File: src/rtl/mem_data_buffer.sv
// rtl/mem_data_buffer.sv - load-data FIFO that aligns and extends memory read words at push
module mem_data_buffer #(
    parameter int DATA_W = 32,
    parameter int DEPTH  = 4,
    localparam int OFF_W = $clog2(DATA_W / 8),
    localparam int CNT_W = $clog2(DEPTH) + 1
) (
    input  logic              clock,
    input  logic              reset,
    input  logic              flush,
    input  logic              in_valid,
    output logic              in_ready,
    input  logic [DATA_W-1:0] in_data,
    input  logic [OFF_W-1:0]  in_offset,
    input  logic [1:0]        in_size,
    input  logic              in_signed,
    output logic              out_valid,
    input  logic              out_ready,
    output logic [DATA_W-1:0] out_data,
    output logic              out_err,
    output logic [CNT_W-1:0]  count
);
    localparam int PTR_W = $clog2(DEPTH);

    logic [DATA_W-1:0] memData [DEPTH];
    logic [DEPTH-1:0]  memErr;
    logic [PTR_W-1:0]  wrPtr;
    logic [PTR_W-1:0]  rdPtr;

    logic              push;
    logic              pop;
    logic [1:0]        effSize;
    logic [DATA_W-1:0] shifted;
    logic [DATA_W-1:0] mask;
    logic [DATA_W-1:0] formatted;
    logic              signBit;
    logic              misaligned;

    assign in_ready  = !reset && !flush && (count < CNT_W'(DEPTH));
    assign out_valid = (count != '0);
    assign push      = in_valid && in_ready;
    assign pop       = out_valid && out_ready;

    // Entries are stored already formatted, so the read side is a plain mux.
    assign out_data = out_valid ? memData[rdPtr] : '0;
    assign out_err  = out_valid & memErr[rdPtr];

    always_comb begin
        effSize = in_size;
        if (DATA_W == 32 && in_size == 2'b11) begin
            effSize = 2'b10;
        end
        shifted    = in_data >> {in_offset, 3'b000};
        misaligned = 1'b0;
        mask       = '1;
        signBit    = shifted[DATA_W-1];
        case (effSize)
            2'b00: begin
                mask    = DATA_W'(8'hFF);
                signBit = shifted[7];
            end
            2'b01: begin
                mask       = DATA_W'(16'hFFFF);
                signBit    = shifted[15];
                misaligned = in_offset[0];
            end
            2'b10: begin
                mask       = DATA_W'(32'hFFFF_FFFF);
                signBit    = shifted[31];
                misaligned = (in_offset[1:0] != 2'b00);
            end
            default: begin
                misaligned = (in_offset != '0);
            end
        endcase
        formatted = (shifted & mask) | ((in_signed && signBit) ? ~mask : '0);
        if (misaligned) begin
            formatted = '0;
        end
    end

    always_ff @(posedge clock) begin
        if (push) begin
            memData[wrPtr] <= formatted;
            memErr[wrPtr]  <= misaligned;
        end
    end

    always_ff @(posedge clock) begin
        if (reset || flush) begin
            count <= '0;
            wrPtr <= '0;
            rdPtr <= '0;
        end else begin
            if (push) begin
                wrPtr <= wrPtr + PTR_W'(1);
            end
            if (pop) begin
                rdPtr <= rdPtr + PTR_W'(1);
            end
            if (push && !pop) begin
                count <= count + CNT_W'(1);
            end else if (pop && !push) begin
                count <= count - CNT_W'(1);
            end
        end
    end
endmodule
File: config.mk
export PLATFORM = sky130hd
export DESIGN_NAME = mem_data_buffer
export DESIGN_NICKNAME = d
export VERILOG_FILES = /design/src/rtl/mem_data_buffer.sv
export SDC_FILE = /design/constraint.sdc
export NUM_CORES = 1
export LEC_CHECK = 0
export BUFFER_PORTS_ARGS = -buffer_cell sky130_fd_sc_hd__buf_2
export CAP_MARGIN = 20
export CORE_ASPECT_RATIO = 0.9
export CORE_MARGIN = 2
export CORE_UTILIZATION = 52
export CTS_CLUSTER_DIAMETER = 100
export CTS_CLUSTER_SIZE = 20
export DETAILED_ROUTE_END_ITERATION = 8
export GPL_TIMING_DRIVEN = 1
export PLACE_DENSITY = 0.81
export SYNTH_ARGS = -nofsm -noshare
export SYNTH_HDL_FRONTEND = slang
export SYNTH_SLANG_ARGS = --single-unit
File: constraint.sdc
create_clock -name clock -period 2.2 [get_ports clock]
set_input_delay 0.44 -clock clock [delete_from_list [all_inputs] [get_ports clock]]
set_output_delay 0.44 -clock clock [all_outputs]
set_load 0.01 [all_outputs]
==> flow_results.org <==
** Run status
- The flow ran to the end, but the final reports show violations.
- Failing checks :: negative setup slack

** Logic synthesis
- Most instantiated flip-flop cell in the synthesis netlist :: sky130_fd_sc_hd__edfxtp_1
- Number of flops mapped to enable cells by yosys :: 132
- In the synthesized netlist, the number of instances is 354.
- Async set or reset register ratio after synthesis :: 0%
- In this run, distinct cell masters in the synthesized netlist total 41.
- Register area share after synthesis :: 65.8%
- Count of yosys warnings during synthesis :: 0
- Each instance of the synthesized netlist takes up on average 17.8 um2.
- The number of nets in the synthesized netlist is 402.
- Count of state elements after synthesis :: 141
- Total standard cell area after synthesis :: 6300 um2

** Clocking
- Insertion delay of the later-clocked pin in the worst-skew pair :: 0.42 ns
- Counting the buffers created by CTS gives 17.
- Clock-pin slew was measured on the worst setup and hold paths at 0.06 ns.
- In this run the clock root is driven by a sky130_fd_sc_hd__clkbuf_16.
- H-tree level count :: 4
- The clock passes through at most 2 buffers.
- TritonCTS clock tree :: yes
- Sinks on the clock net :: 141
- After clock tree synthesis, the setup repair step added 0 buffers.

** Timing
- RSZ-0062 raised after global routing :: yes
- Headroom to the max-slew limit came out at 66.9%.
- Once routing completed, OpenROAD measured the worst setup slack at -0.123 ns.
- At the pin with the least slew margin, the transition time is 0.492 ns.
- The number of hold violations in the final report came to 0.
- Max Slew Vio Count :: 0
- Setup tns final :: -2.83 ns
- Final setup violation count :: 32
- The smallest clock period supported by the final layout is computed as 2.32 ns.
- Hold is met by 0.462 ns.
- Setup Skew :: 0.00843 ns
- Derived from the worst setup path, the maximum achievable clock frequency is 0.430 GHz.
- Share of the cycle needed by the critical path after routing :: 106%

** Placed design
- Placed Cells :: 599
- Gpl congestion :: 0.822
- Post-detailed-placement cell area :: 7030 um2
- Pre-CTS setup slack :: -0.0309 ns
- Post-detailed-placement half-perimeter wirelength :: 8.49 mm
- Port-buffer cells :: 79

** Final layout
- After the flow finishes, the layout carries non-filler instances totaling 634.
- The area growth from synthesis to layout is 24.2%.
- Once layout is done, the placed cells without fillers occupy 7820 um2.
- Of the cells placed in the final design, the portion with a size suffix greater than 1 is 43.5%.
- At the end of the flow, the number of nets in the layout was 509.
- Antenna fix cells :: 0
- Measured on the finished design, the core utilization comes to 65.5%.

** Floorplan
- Horizontal die dimension :: 120 um
- Number of core rows :: 38
- For this design the top-level I/O count stands at 80.
- Core Area :: 11900 um2
- Floorplan die height :: 108 um
- Initial standard-cell utilization of the core :: 52.8%
- Total Die Area :: 13000 um2

** GRT
- The number of antenna violations at the first check in global routing was 0.
- Entering global routing, the biggest net connects 35 pins.
- The via count of the first global-routing pass came to 3810.
- Global routing used 23.5% of the available tracks.
- The first global-routing pass estimated 21.6 mm of wire.
- Global route overflow :: 0

** Worst hold path
- Endpoint of the worst hold-timing path :: count[2]
- Along the worst hold path, the cell count comes to 3.
- In this run the most critical hold path is launched from flush.
- The worst hold path belongs to the class input pin to flip-flop.

** Worst setup path
- In this run the critical register-to-register path is captured at count[2].
- Critical R2R Launch :: count[2]
- For the worst setup path, the data arrival time is 1.88 ns.
- The critical path in this run is classified as flip-flop to output pin.
- The signal on the critical path passes through clkbuf_16, mux4_2, nor2b_1, buf_2.
- Kind of start point of the critical path :: flip-flop
- In this run the register-to-register setup slack is 0.13 ns.
- CP Capture Type :: output pin
- For the worst flop-to-flop path, the logic depth is 7.
- Slowest CP cell :: sky130_fd_sc_hd__mux4_2
- In this design, the stage delay of the slowest critical-path cell is 0.50 ns.
- Max FO, Critical Path :: 7
- Required time of the worst setup path :: 1.76 ns

** Job
- Maximum capacitance violations :: 0

** Power
- Worst IR Drop VDD :: 486 uV
- Total Power :: 6.53 mW
- Power density normalized to cell area :: 835 nW/um2
- The analysis attributes to cell leakage a power of 2.81 nW.

** Route
- Routed wire length :: 14.5 mm
- For this run, the detailed router's first-pass iteration total came to 5.
- Count of vias placed by the detailed router :: 3781
- After detailed routing, the number of remaining DRC violations is 0.
- For this block, the initial DRC count from the detailed router was 458.
- Per-cell routed wire length :: 22.8 um
- After detailed routing, the number of vias per cell comes to 5.96.
- Number of nets with antenna violations after detailed routing :: 0
## sequential cells by signal, indices dropped and copies added, names as in the netlist, named ones only
| register | count |
|---|---|
| memErr | 4 |
| rdPtr | 2 |
| wrPtr | 2 |
| memData | 128 |
| count | 3 |
## critical path, delay by kind of cell, from the launching register on
family	cells	cell delay, ns
AND/OR/NAND/NOR	1	0.14
buffers and inverters	2	0.35
flip-flops	1	0.46
multiplexers	1	0.50
## worst max-delay path by stage
| stage | end | cells past startpoint | slack, ns | from |
|---|---|---|---|---|
| final | out_data[26] | 4 | -0.12 | flip-flop |
| after global placement | count[2] | 8 | 0.07 | reset |
| after CTS | out_data[31] | 4 | -0.12 | flip-flop |
| after global routing | out_data[2] | 4 | -0.18 | flip-flop |
| after detailed placement | count[2] | 8 | -0.03 | reset |
| after floorplan | count[2] | 7 | 0.07 | count[2] |
## layout make-up
type | count | area (um2)
multi-input combinational | 188 | 2040
sequential | 141 | 4150
inverter | 5 | 18.8
clock buffer | 25 | 561
tap | 160 | 200
fill | 796 | 4110
timing repair buffer | 108 | 787
clock inverter | 7 | 68.8
## what timing repair did
action                     in CTS  in global routing
hold buffers                    0                  0
setup endpoints to repair      28                 33
gates cloned                    2                  1
resized for setup               4                 16
## logic make-up after synthesis
family                   after synthesis  synth area share, %
adder cells (fa/ha/maj)                6                 1.31
flip-flops                           141                 65.8
XOR/XNOR                               5                0.695
AND/OR/NAND/NOR                      109                 10.1
buffers and inverters                 25                 2.72
AO/OA/AOI/OAI                         17                 2.92
multiplexers                          51                 16.5
## per-layer routing
metal  share of wire [%]  global-route usage, %
met1                  39                   30.1
met2                  50                   38.9
met3                 8.9                   6.54
met4                 2.2                   8.32
met5                   0                      0
## Yosys cell counts, drive strengths merged (4+ instances only)
master	n	area (um2)
nor2b	42	263
nor3	10	55.1
nand2	17	63.8
nand3	16	80.1
nor2	11	46.3
and2	5	31.3
ha	5	62.6
mux4	40	912
a221oi	9	96.4
inv	4	15.0
clkbuf	4	15.0
edfxtp	132	3960
xor2	4	35.0
dfxtp	9	180
mux2	10	116
buf	16	138
## where the power goes
part / leakage [nW] / internal [mW] / switching (mW)
logic: 1.22 / 0.268 / 0.326
registers: 1.27 / 2.99 / 0.0159
clock network: 0.314 / 1.88 / 1.05
## cells in the final DEF (no fill, tap or decap), types with 2 or more instances in the layout
cell type / instances
sky130_fd_sc_hd__a21oi_1: 2
sky130_fd_sc_hd__nor2_2: 2
sky130_fd_sc_hd__edfxtp_1: 132
sky130_fd_sc_hd__buf_4: 18
sky130_fd_sc_hd__dfxtp_2: 2
sky130_fd_sc_hd__inv_1: 4
sky130_fd_sc_hd__clkbuf_16: 22
sky130_fd_sc_hd__nand3_1: 16
sky130_fd_sc_hd__clkbuf_8: 2
sky130_fd_sc_hd__ha_1: 4
sky130_fd_sc_hd__dfxtp_1: 6
sky130_fd_sc_hd__nor2b_1: 38
sky130_fd_sc_hd__or2_2: 2
sky130_fd_sc_hd__mux4_2: 37
sky130_fd_sc_hd__nand2_1: 17
sky130_fd_sc_hd__buf_16: 2
sky130_fd_sc_hd__clkbuf_1: 2
sky130_fd_sc_hd__buf_2: 75
sky130_fd_sc_hd__buf_6: 5
sky130_fd_sc_hd__and2_1: 5
sky130_fd_sc_hd__nor2b_4: 4
sky130_fd_sc_hd__xor2_1: 4
sky130_fd_sc_hd__buf_12: 7
sky130_fd_sc_hd__mux2_2: 9
sky130_fd_sc_hd__nor3_1: 9
sky130_fd_sc_hd__mux4_1: 3
sky130_fd_sc_hd__clkinv_2: 3
sky130_fd_sc_hd__clkinv_4: 2
sky130_fd_sc_hd__a221oi_1: 8
sky130_fd_sc_hd__nor2_1: 9
(Power assumes the default switching activity.)
